===== config.mk =====
export PLATFORM = sky130hd
export DESIGN_NAME = switch_output_queue
export DESIGN_NICKNAME = d
export VERILOG_FILES = /design/src/rtl/switch_output_queue.sv
export SDC_FILE = /design/constraint.sdc
export NUM_CORES = 1
export LEC_CHECK = 0
export BUFFER_PORTS_ARGS = -buffer_cell sky130_fd_sc_hd__clkbuf_2
export CORE_MARGIN = 1
export CORE_UTILIZATION = 60
export DETAILED_ROUTE_END_ITERATION = 10
export PLACE_DENSITY = 0.85
export SLEW_MARGIN = 20
export SYNTH_ARGS = -nofsm -noshare
export SYNTH_HDL_FRONTEND = slang
export SYNTH_SLANG_ARGS = --single-unit
export TNS_END_PERCENT = 30

===== constraint.sdc =====
create_clock -name clk -period 3.96 [get_ports clk]
set_clock_uncertainty 0.1 [all_clocks]
set_input_delay 0.396 -clock clk [delete_from_list [all_inputs] [get_ports clk]]
set_output_delay 0.396 -clock clk [all_outputs]
set_load 0.01 [all_outputs]

===== src/rtl/switch_output_queue.sv =====
// switch_output_queue: per-port show-ahead output FIFOs fed by one fabric
// write port. Each queue has its own flush, fill level and ready/read
// handshake. A shared saturating counter records bytes dropped on full queues.
module switch_output_queue #(
  parameter int NUM_PORTS = 4,
  parameter int DATA_W    = 8,
  parameter int DEPTH     = 8,
  parameter int CNT_W     = 16
) (
  input  logic                                          clk,
  input  logic                                          reset,
  input  logic                                          wr_valid,
  input  logic [((NUM_PORTS > 1) ? $clog2(NUM_PORTS) : 1)-1:0] wr_port,
  input  logic [DATA_W-1:0]                             wr_data,
  output logic                                          wr_ready,
  input  logic [NUM_PORTS-1:0]                          flush,
  output logic [NUM_PORTS*DATA_W-1:0]                   port_out,
  output logic [NUM_PORTS-1:0]                          port_ready,
  input  logic [NUM_PORTS-1:0]                          port_read,
  output logic [NUM_PORTS*($clog2(DEPTH)+1)-1:0]        level,
  output logic [CNT_W-1:0]                              drop_cnt
);

  localparam int PORT_W = (NUM_PORTS > 1) ? $clog2(NUM_PORTS) : 1;
  localparam int AW     = $clog2(DEPTH);
  localparam int PW     = AW + 1;

  logic [DATA_W-1:0]    mem    [NUM_PORTS][DEPTH];
  logic [PW-1:0]        wr_ptr [NUM_PORTS];
  logic [PW-1:0]        rd_ptr [NUM_PORTS];

  logic [NUM_PORTS-1:0] hit;
  logic [NUM_PORTS-1:0] full;
  logic [NUM_PORTS-1:0] empty;
  logic [NUM_PORTS-1:0] push;
  logic [NUM_PORTS-1:0] pop;
  logic                 drop_evt;

  // Queue status, write steering and pop qualification from registered pointers.
  // An out-of-range wr_port matches no queue, so it neither writes nor drops.
  always_comb begin
    hit   = '0;
    full  = '0;
    empty = '0;
    push  = '0;
    pop   = '0;
    for (int p = 0; p < NUM_PORTS; p++) begin
      hit[p]   = (wr_port == PORT_W'(p));
      empty[p] = (wr_ptr[p] == rd_ptr[p]);
      full[p]  = (wr_ptr[p][AW] != rd_ptr[p][AW]) &&
                 (wr_ptr[p][AW-1:0] == rd_ptr[p][AW-1:0]);
      push[p]  = wr_valid && hit[p] && !full[p] && !flush[p];
      pop[p]   = port_read[p] && !empty[p] && !flush[p];
    end
    wr_ready = |(hit & ~full & ~flush);
    drop_evt = wr_valid && |(hit & full & ~flush);
  end

  // Pointer update per queue; flush overrides any same-cycle push or pop.
  always_ff @(posedge clk or posedge reset) begin
    if (reset) begin
      for (int p = 0; p < NUM_PORTS; p++) begin
        wr_ptr[p] <= '0;
        rd_ptr[p] <= '0;
      end
    end else begin
      for (int p = 0; p < NUM_PORTS; p++) begin
        if (flush[p]) begin
          wr_ptr[p] <= '0;
          rd_ptr[p] <= '0;
        end else begin
          if (push[p]) wr_ptr[p] <= wr_ptr[p] + 1'b1;
          if (pop[p])  rd_ptr[p] <= rd_ptr[p] + 1'b1;
        end
      end
    end
  end

  // Storage needs no reset: lanes are masked to zero while a queue is empty.
  always_ff @(posedge clk) begin
    for (int p = 0; p < NUM_PORTS; p++) begin
      if (push[p]) mem[p][wr_ptr[p][AW-1:0]] <= wr_data;
    end
  end

  // Saturating count of bytes rejected by a full, non-flushing queue.
  always_ff @(posedge clk or posedge reset) begin
    if (reset) begin
      drop_cnt <= '0;
    end else if (drop_evt && (drop_cnt != {CNT_W{1'b1}})) begin
      drop_cnt <= drop_cnt + 1'b1;
    end
  end

  // Show-ahead heads, ready flags and occupancy, all from registered state.
  always_comb begin
    port_out   = '0;
    port_ready = '0;
    level      = '0;
    for (int p = 0; p < NUM_PORTS; p++) begin
      port_ready[p] = !empty[p];
      level[p*PW +: PW] = wr_ptr[p] - rd_ptr[p];
      if (!empty[p]) port_out[p*DATA_W +: DATA_W] = mem[p][rd_ptr[p][AW-1:0]];
    end
  end

endmodule


-- Yosys cells after proc, flatten, opt, wreduce, memory -nomap -nowiden
Memories as Yosys holds them, arrays and structs flattened.
Index checks and enable logic that the tools add are counted.
- bitwise gates (word level): 14
- equality and inequality tests: 16
- $lt $le $gt $ge: 12
- add/subtract/negate cells: 13
- multiplexer cells: 57
- reductions and logical operators: 56
- operators with widths (kind ; count):
    $mux 64 ; 10
    $reduce_or 64->1 ; 3
    $mux 8 ; 16
    $bmux 8 s3 ; 4
    $demux 8 s3 ; 4
    $mux 4 ; 16
    $add 4x1->4 const B ; 8
    $ge 4x4->1 const B ; 8
    $not 3->4 ; 8
    $logic_and 1x1->1 ; 30
    $add 16x1->16 const B ; 1
    $and 4x4->4 ; 4
    $eq 4x4->1 ; 4
    $lt 4x1->1 const B ; 4
    $ne 16x16->1 const B ; 1
    $reduce_bool 2->1 ; 8
    $sub 4x4->4 ; 4
    $eq 3x3->1 ; 4
    $logic_not 1->1 ; 12
    $not 4->4 ; 2
    $reduce_or 4->1 ; 2
    $mux 2 ; 3
    $eq 2x2->1 const B ; 2
    $mux 1 ; 4
    3 further kinds ; 6
- bits of input ports: 21
- logic and storage cells: 178
- register bits: 48
- memories kept: 1
- RAM bits: 256
- output and inout bits: 69
- memories (name ; depth ; width ; read ports ; clocked after memory_dff ; wr ports ; RTL line ; text):
    mem ; 4 ; 64 ; 4 ; 0 ; 1 ; 28 ; logic [DATA_W-1:0] mem [NUM_PORTS][DEPTH];

-- Longest topological paths before layout
Gate-level depths: netlist of the first run.
- depth after elaboration: 11
- mapped depth: 11
- depth with buffers taken out: 8

-- Least setup slack after synthesis of the first run
OpenSTA, ideal clock, no wires.
- path kind: register -> register
- start point: register rd_ptr[13] in the netlist's numbering
- end point: memory mem[0][48] in the netlist's numbering, enable pin
- setup slack: 0.818 ns
- buffers on the path: 2
- period minus slack after synthesis: 3.142 ns
- setup time: 0.383 ns
- required time: 3.477 ns
- cell stages (with the launch flop): 10
- arrival: 2.659 ns
- path through: dfrtp_1 > clkbuf_1 > clkbuf_1 > inv_1 > ha_1 > and3_2 > a21o_1 > nor2_1 > nand2_1 > nor3_1
- cells in the longest elaborated chain, start to end: 10
- ends and longest elaborated chain (what ; RTL line ; text):
    start: declaration ; 30 ; logic [PW-1:0] rd_ptr [NUM_PORTS];
    start signal: indexed assignment ; 73 ; if (pop[p]) rd_ptr[p] <= rd_ptr[p] + 1'b1;
    $eq 3x3->1 ; 51 ; (wr_ptr[p][AW-1:0] == rd_ptr[p][AW-1:0]);
    $logic_and 1x1->1 ; 50 ; full[p] = (wr_ptr[p][AW] != rd_ptr[p][AW]) &&
    $logic_not 1->1 ; 52 ; push[p] = wr_valid && hit[p] && !full[p] && !flush[p];
    $logic_and 1x1->1 (2 in series) ; 52 ;
    $mux 1 ; 82 ; if (push[p]) mem[p][wr_ptr[p][AW-1:0]] <= wr_data;
    $mux 64 (implied by the code) ; 82 ;
    $mux 64 (no line) (3 in series) ; - ;
    end: declaration ; 28 ;
Every way passes these cells.

-- Worst setup path in the final report of the first run
- start point: register rd_ptr[2] in the netlist's numbering
- end point: output port wr_ready
- cells in the longest elaborated chain, start to end: 6
- ends and longest elaborated chain (what ; RTL line ; text):
    $eq 3x3->1 ; 51 ;
    $logic_and 1x1->1 ; 50 ;
    $not 4->4 ; 55 ; wr_ready = |(hit & ~full & ~flush);
    $and 4x4->4 (2 in series) ; 55 ;
    $reduce_or 4->1 ; 55 ;
    end: declaration ; 15 ; output logic wr_ready,
Every way passes these cells.

==> summary.txt, run 1 <==
Run status
  • Status: completed

Routing
  • DRC viols: 0
  • Vias per cell: 6.179
  • Detailed-route wire length: 28.55 mm
  • DR pass1 iterations: 6
  • Wire per inst: 23.39 um
  • Detail Route Antenna Nets: 0
  • Routed via count: 7545
  • Starting DRT DRC Count: 745

CTS
  • Total CTS buffers: 29
  • Post-CTS Setup Inserts: 0
  • Maximum root-to-sink buffer count: 3
  • CTS-repair resized insts: 0
  • Post-cts hold buffer count: 0
  • # clock sinks: 304
  • CTS Root Cell: clkbuf_16
  • Htree depth: 1
  • TritonCTS clock tree: yes
  • Clk Latency, worst-skew pair: 0.56 ns
  • Clock slew at reported path FFs: 0.07 ns

Placement
  • Hpwl dp: 17.69 mm
  • Final GP Congestion: 0.8634
  • I/O Buffers: 89

Timing
  • Min Hold Slack: 0.01948 ns
  • Final worst path period need: 3.196 ns
  • Slew @ Worst Pin: 0.8874 ns
  • RSZ-0062 raised after global routing: false
  • Max Freq: 0.3129 GHz
  • Setup TNS: 0 ns
  • Tcrit/Tclk final: 0.8071
  • Fin. max-slew vios: 0
  • Slew headroom: 0.4077
  • Endpoints failing setup: 0
  • Final Hold Vio Count: 0

Die
  • Chip width: 149.0 um
  • Initial Utilization: 0.6146
  • Row cnt: 53
  • Core footprint: 21090 um2
  • Total die area: 22190 um2
  • Die height: 149.0 um
  • IO Pins: 90

Setup path
  • Biggest cell delay along the critical path: 0.54 ns
  • Delay-heaviest family, CP: flip-flops
  • Cells along the critical path: inv_2 > ha_1 > and3_2 > a21oi_1 > mux4_2 > clkbuf_2
  • Crit path capture type: output port
  • Slowest cell on crit path: dfrtp_1
  • Crit start category: flip-flop
  • Worst Path Required: 3.46 ns
  • CP Max Fanout: 10
  • CP bufs+invs: 2
  • Critical Path AT: 2.70 ns
  • Kind of critical path: reg -> out

Synthesis
  • Synth Register Bits: 304
  • Mapped cell area: 12960 um2
  • Post-synth EDFFs: 256
  • Synth unique cells: 44
  • Top FF cell, synth: edfxtp_1
  • Yosys warning count: 0
  • Top cells by area, synth: edfxtp_1 59%, mux4_2 11%, dfrtp_1 9.3%
  • Async S/R FF share, synth: 0.1579
  • Avg Cell Area, Syn: 15.80 um2
  • Count leader, synth: edfxtp_1
  • Synth cell count leaders: 256 x edfxtp_1, 105 x nand2_1, 65 x mux4_2
  • Most area-hungry cell type in the Yosys netlist: edfxtp_1
  • Synth top area share: 0.5932
  • Gate Count Post-Synth: 820
  • Post-synthesis sequential area ratio: 0.6858
  • Syn_nets: 866

Finish
  • Util after Layout: 0.6960
  • Filler instances: 1320
  • Synth-to-layout area growth: 13.25%
  • Diodes inserted: 0
  • Layout Nets: 970
  • Layout cell share with drive strength beyond 1: 0.2569

Power
  • Worst VDD drop: 0.0004008 V
  • P per Cell Area: 473.3 nW/um2
  • P_leak: 0.005289 uW

Global route
  • Grt ovf: 0
  • Largest net degree at the start of global routing: 49
  • Vias in the first global route: 7410
  • Initial antenna violation count: 0
  • First-pass GRT wire length: 43.72 mm
  • Global-route usage over all layers: 0.2682

Min path
  • Worst hold path type: in -> reg

Job
  • Maxcap violations: 0
[registers in the layout, summed over array words and instances (netlist names)]
name and count:
mem 256, drop_cnt 16, wr_ptr 16, rd_ptr 16
[final cells by class]
type | count | area (um2) | area share
clock inverters | 13 | 165.2 | 0.01125
inverters | 33 | 125.1 | 0.008525
repair buffers | 106 | 575.6 | 0.03922
multi-input cells | 450 | 3781 | 0.2576
flip-flops and latches | 304 | 8889 | 0.6056
well taps | 275 | 344.1 | 0.02344
clock buffers | 40 | 797.0 | 0.05431
[through the flow]
step	area [um2]	total power [uW]	worst slack, ns	instances
floorplan	12960	3994	0.8176	820
global placement	13700	4215	1.229	1167
detailed placement	13700	4233	1.040	1167
CTS	14670	6979	0.7553	1220
global route	14680	7166	0.5945	1221
finish	14680	6947	0.7639	1221
[cells in the final DEF, fill, tap and decap left out, types with 8 or more instances in the layout]
cell type  netlist  layout
clkbuf_2         0      89
inv_2            8       8
dfrtp_1         48      48
inv_1           25      24
xnor2_1         21      21
clkbuf_16        0      29
clkbuf_1        17       8
ha_1            21      21
nand4_1         11      11
mux4_2          65      65
edfxtp_1       256     256
a21oi_1         57      57
nand3_1         18      18
nor3_1          14      14
nor2_1          52      52
xor2_1          25      25
nand2_1        105     105
buf_4            0      16
[worst min-delay path, cell delays in order]
cell and delay, ns:
clkbuf_2 0.10, nand3_1 0.08, a21oi_1 0.05
[where the power goes]
group | internal (uW) | switching (uW)
Combinational | 267 | 404
Clock | 1610 | 1160
Sequential | 3490 | 11.0
Total | 5370 | 1580
[cells by family (layout without fill, tap and decap cells)]
group,after synthesis,count (layout),synth area share
buffers and inverters,66,192,0.02240
adder cells (fa/ha/maj),25,25,0.02645
flip-flops,304,304,0.6858
multiplexers,67,67,0.1147
XOR/XNOR,48,48,0.03360
AO/OA/AOI/OAI,69,69,0.02896
AND/OR/NAND/NOR,241,241,0.08805
[layer usage]
| metal | vias up | GRT usage | share of wire |
|---|---|---|---|
| met5 | - | 0 | 0 |
| li1 | 3283 | - | - |
| met2 | 442 | 0.4281 | 0.50 |
| met1 | 3758 | 0.3859 | 0.38 |
| met3 | 62 | 0.04557 | 0.096 |
| met4 | 0 | 0.07806 | 0.026 |
[final timing paths]
check	startpoint	to	slack, ns	cells past startpoint
setup reg to reg	rd_ptr[5]$_DFFE_PP0P_	mem[2][32]$_DFFE_PP_	1.02	7
hold / removal	port_read[1]	rd_ptr[9]$_DFFE_PP0P_	0.02	3
min in group asynchronous	reset	drop_cnt[1]$_DFFE_PP0P_	0.49	3
max in group asynchronous	reset	rd_ptr[11]$_DFFE_PP0P_	2.74	3
setup / recovery	rd_ptr[2]$_DFFE_PP0P_	wr_ready	0.76	6
hold reg to reg	drop_cnt[6]$_DFFE_PP0P_	drop_cnt[6]$_DFFE_PP0P_	0.40	1
No activity file was read; power rests on OpenSTA's default activity.
==> run 2: changes to the inputs <==
Clock period 3.96 ns to 3.3 ns, I/O delays scaled along.
==> run 2 against run 1 <==
Compared with the run above: routed wire length is 1.2% lower; combinational power is 21% higher; clock-buffer cell count is 3 lower; sequential cell count stayed put; global-route usage is 0.19 points lower; via count is 0.42% higher; clock power is 23% higher; final cell count is 2.6% higher; largest cell class unchanged.
==> summary.txt, run 2 (same netlist as run 1, synthesis figures left out) <==
Run status
  • Status: completed

CTS
  • Htree depth: 1
  • TritonCTS clock tree: yes
  • Total CTS buffers: 29
  • Clk Latency, worst-skew pair: 0.54 ns
  • Post-CTS Setup Inserts: 0
  • Clock slew at reported path FFs: 0.06 ns
  • # clock sinks: 304
  • Maximum root-to-sink buffer count: 3
  • CTS Root Cell: clkbuf_16

Power
  • Switch share: 0.2237
  • Comb power frac: 0.097
  • Worst VDD drop: 0.0005425 V
  • Sequential fraction of design power: 0.500
  • P_leak: 0.005468 uW
  • P per Cell Area: 562.4 nW/um2
  • Tot Pwr: 8412 uW
  • Clock share of power: 0.404
  • Sw Pwr: 1881 uW
  • Int Power: 6531 uW

Timing
  • RSZ-0062 raised after global routing: false
  • Fin. max-slew vios: 0
  • Tcrit/Tclk final: 0.9632
  • Max Freq: 0.3146 GHz
  • Final worst path period need: 3.179 ns
  • Final Hold Vio Count: 0
  • Setup TNS: 0 ns
  • Slew @ Worst Pin: 0.7887 ns
  • Slew headroom: 0.4742
  • Endpoints failing setup: 0

Min path
  • Worst hold path type: in -> reg
  • Worst Hold Depth: 2

Setup path
  • Kind of critical path: reg -> out
  • Crit path capture type: output port
  • Critical Path AT: 2.75 ns
  • Worst Path Required: 2.87 ns
  • CP Max Fanout: 10
  • Crit start category: flip-flop
  • Worst r2r path cells: 6

Global route
  • First-pass GRT wire length: 43.68 mm
  • Global-route usage over all layers: 0.2663
  • Vias in the first global route: 7725
  • Largest net degree at the start of global routing: 33
  • Grt ovf: 0
  • Initial antenna violation count: 0

Die
  • Chip width: 149.0 um
  • Core footprint: 21090 um2
  • Row cnt: 53
  • Initial Utilization: 0.6146
  • Die height: 149.0 um
  • IO Pins: 90
  • Total die area: 22190 um2

Routing
  • DR pass1 iterations: 4
  • Detailed-route wire length: 28.22 mm
  • Detail Route Antenna Nets: 0
  • Starting DRT DRC Count: 765
  • Routed via count: 7577
  • Wire per inst: 22.52 um
  • Vias per cell: 6.047
  • DRC viols: 0

Finish
  • Layout cell share with drive strength beyond 1: 0.2802
  • Most common cell after layout, fill and taps aside: edfxtp_1
  • Diodes inserted: 0
  • Filler instances: 1289
  • Util after Layout: 0.7093
  • FF/Latch Area: 8889 um2
  • Multi-input logic area: 3784 um2
  • Layout Nets: 1002
  • Commonest non-fill, non-tap cells in the layout: 256 x edfxtp_1, 105 x nand2_1, 89 x clkbuf_2, 65 x mux4_2, 57 x a21oi_1
  • Largest register FFs: 256
  • Fin area: 14960 um2
  • Synth-to-layout area growth: 15.42%

Placement
  • Hpwl dp: 17.38 mm
  • Area post-placement: 13900 um2
  • I/O Buffers: 89
  • Final GP Congestion: 0.7974

Job
  • Maxcap violations: 0
-- run 2: cell type report --
type / count / share of cell area
Clock buffer: 37 / 0.05320
Clock inverter: 16 / 0.01280
Inverter: 33 / 0.008281
Multi-Input combinational cell: 450 / 0.2529
Sequential cell: 304 / 0.5942
Tap cell: 275 / 0.02300
Timing Repair Buffer: 138 / 0.05554
-- run 2: worst paths after layout --
kind | from | endpoint | slack [ns]
worst max-delay path | rd_ptr[2]$_DFFE_PP0P_ | wr_ready | 0.12
worst min-delay path | flush[1] | wr_ptr[9]$_DFFE_PP0P_ | 0.02
worst max register to register | rd_ptr[6]$_DFFE_PP0P_ | mem[2][15]$_DFFE_PP_ | 0.46
worst min register to register | drop_cnt[15]$_DFFE_PP0P_ | drop_cnt[15]$_DFFE_PP0P_ | 0.39
max in group asynchronous | reset | rd_ptr[1]$_DFFE_PP0P_ | 2.04
min in group asynchronous | reset | drop_cnt[0]$_DFFE_PP0P_ | 0.28
-- run 2: worst max-delay path: stages (launching register included) --
cell      delay [ns]
dfrtp_1         0.57
inv_2           0.17
ha_1            0.37
and3_2          0.25
a21oi_1         0.12
mux4_2          0.56
clkbuf_2        0.16
-- run 2: power by group through the flow --
stage | Sequential (uW) | Clock [uW] | Combinational [uW]
final | 4200 | 3400 | 812
after global routing | 4200 | 3570 | 881
after CTS | 4200 | 3430 | 818
after detailed placement | 4280 | 0 | 797
after global placement | 4280 | 0 | 778
after floorplan | 4280 | 0 | 513
-- run 2: per-layer routing --
| metal | up-vias | GRT usage | share of wire |
|---|---|---|---|
| met1 | 3827 | 0.3696 | 0.40 |
| met5 | - | 0 | 0 |
| met2 | 352 | 0.4521 | 0.51 |
| met3 | 43 | 0.03150 | 0.063 |
| li1 | 3355 | - | - |
| met4 | 0 | 0.07245 | 0.022 |
-- run 2: repair_timing --
item	in CTS	in global routing
hold endpoints to repair	35	0
resized for setup	0	1
endpoints found under the setup margin	0	8
hold buffers	7	0
-- run 2: per-stage QoR --
stage	setup WS, ns	hold slack [ns]	cells
finish	0.1214	0.02023	1253
global route	0.03116	0.04030	1253
CTS	0.08959	0.005377	1253
detailed placement	0.5927	0.2973	1193
global placement	0.7180	0.2927	1193
floorplan	0.1576	0.3289	820
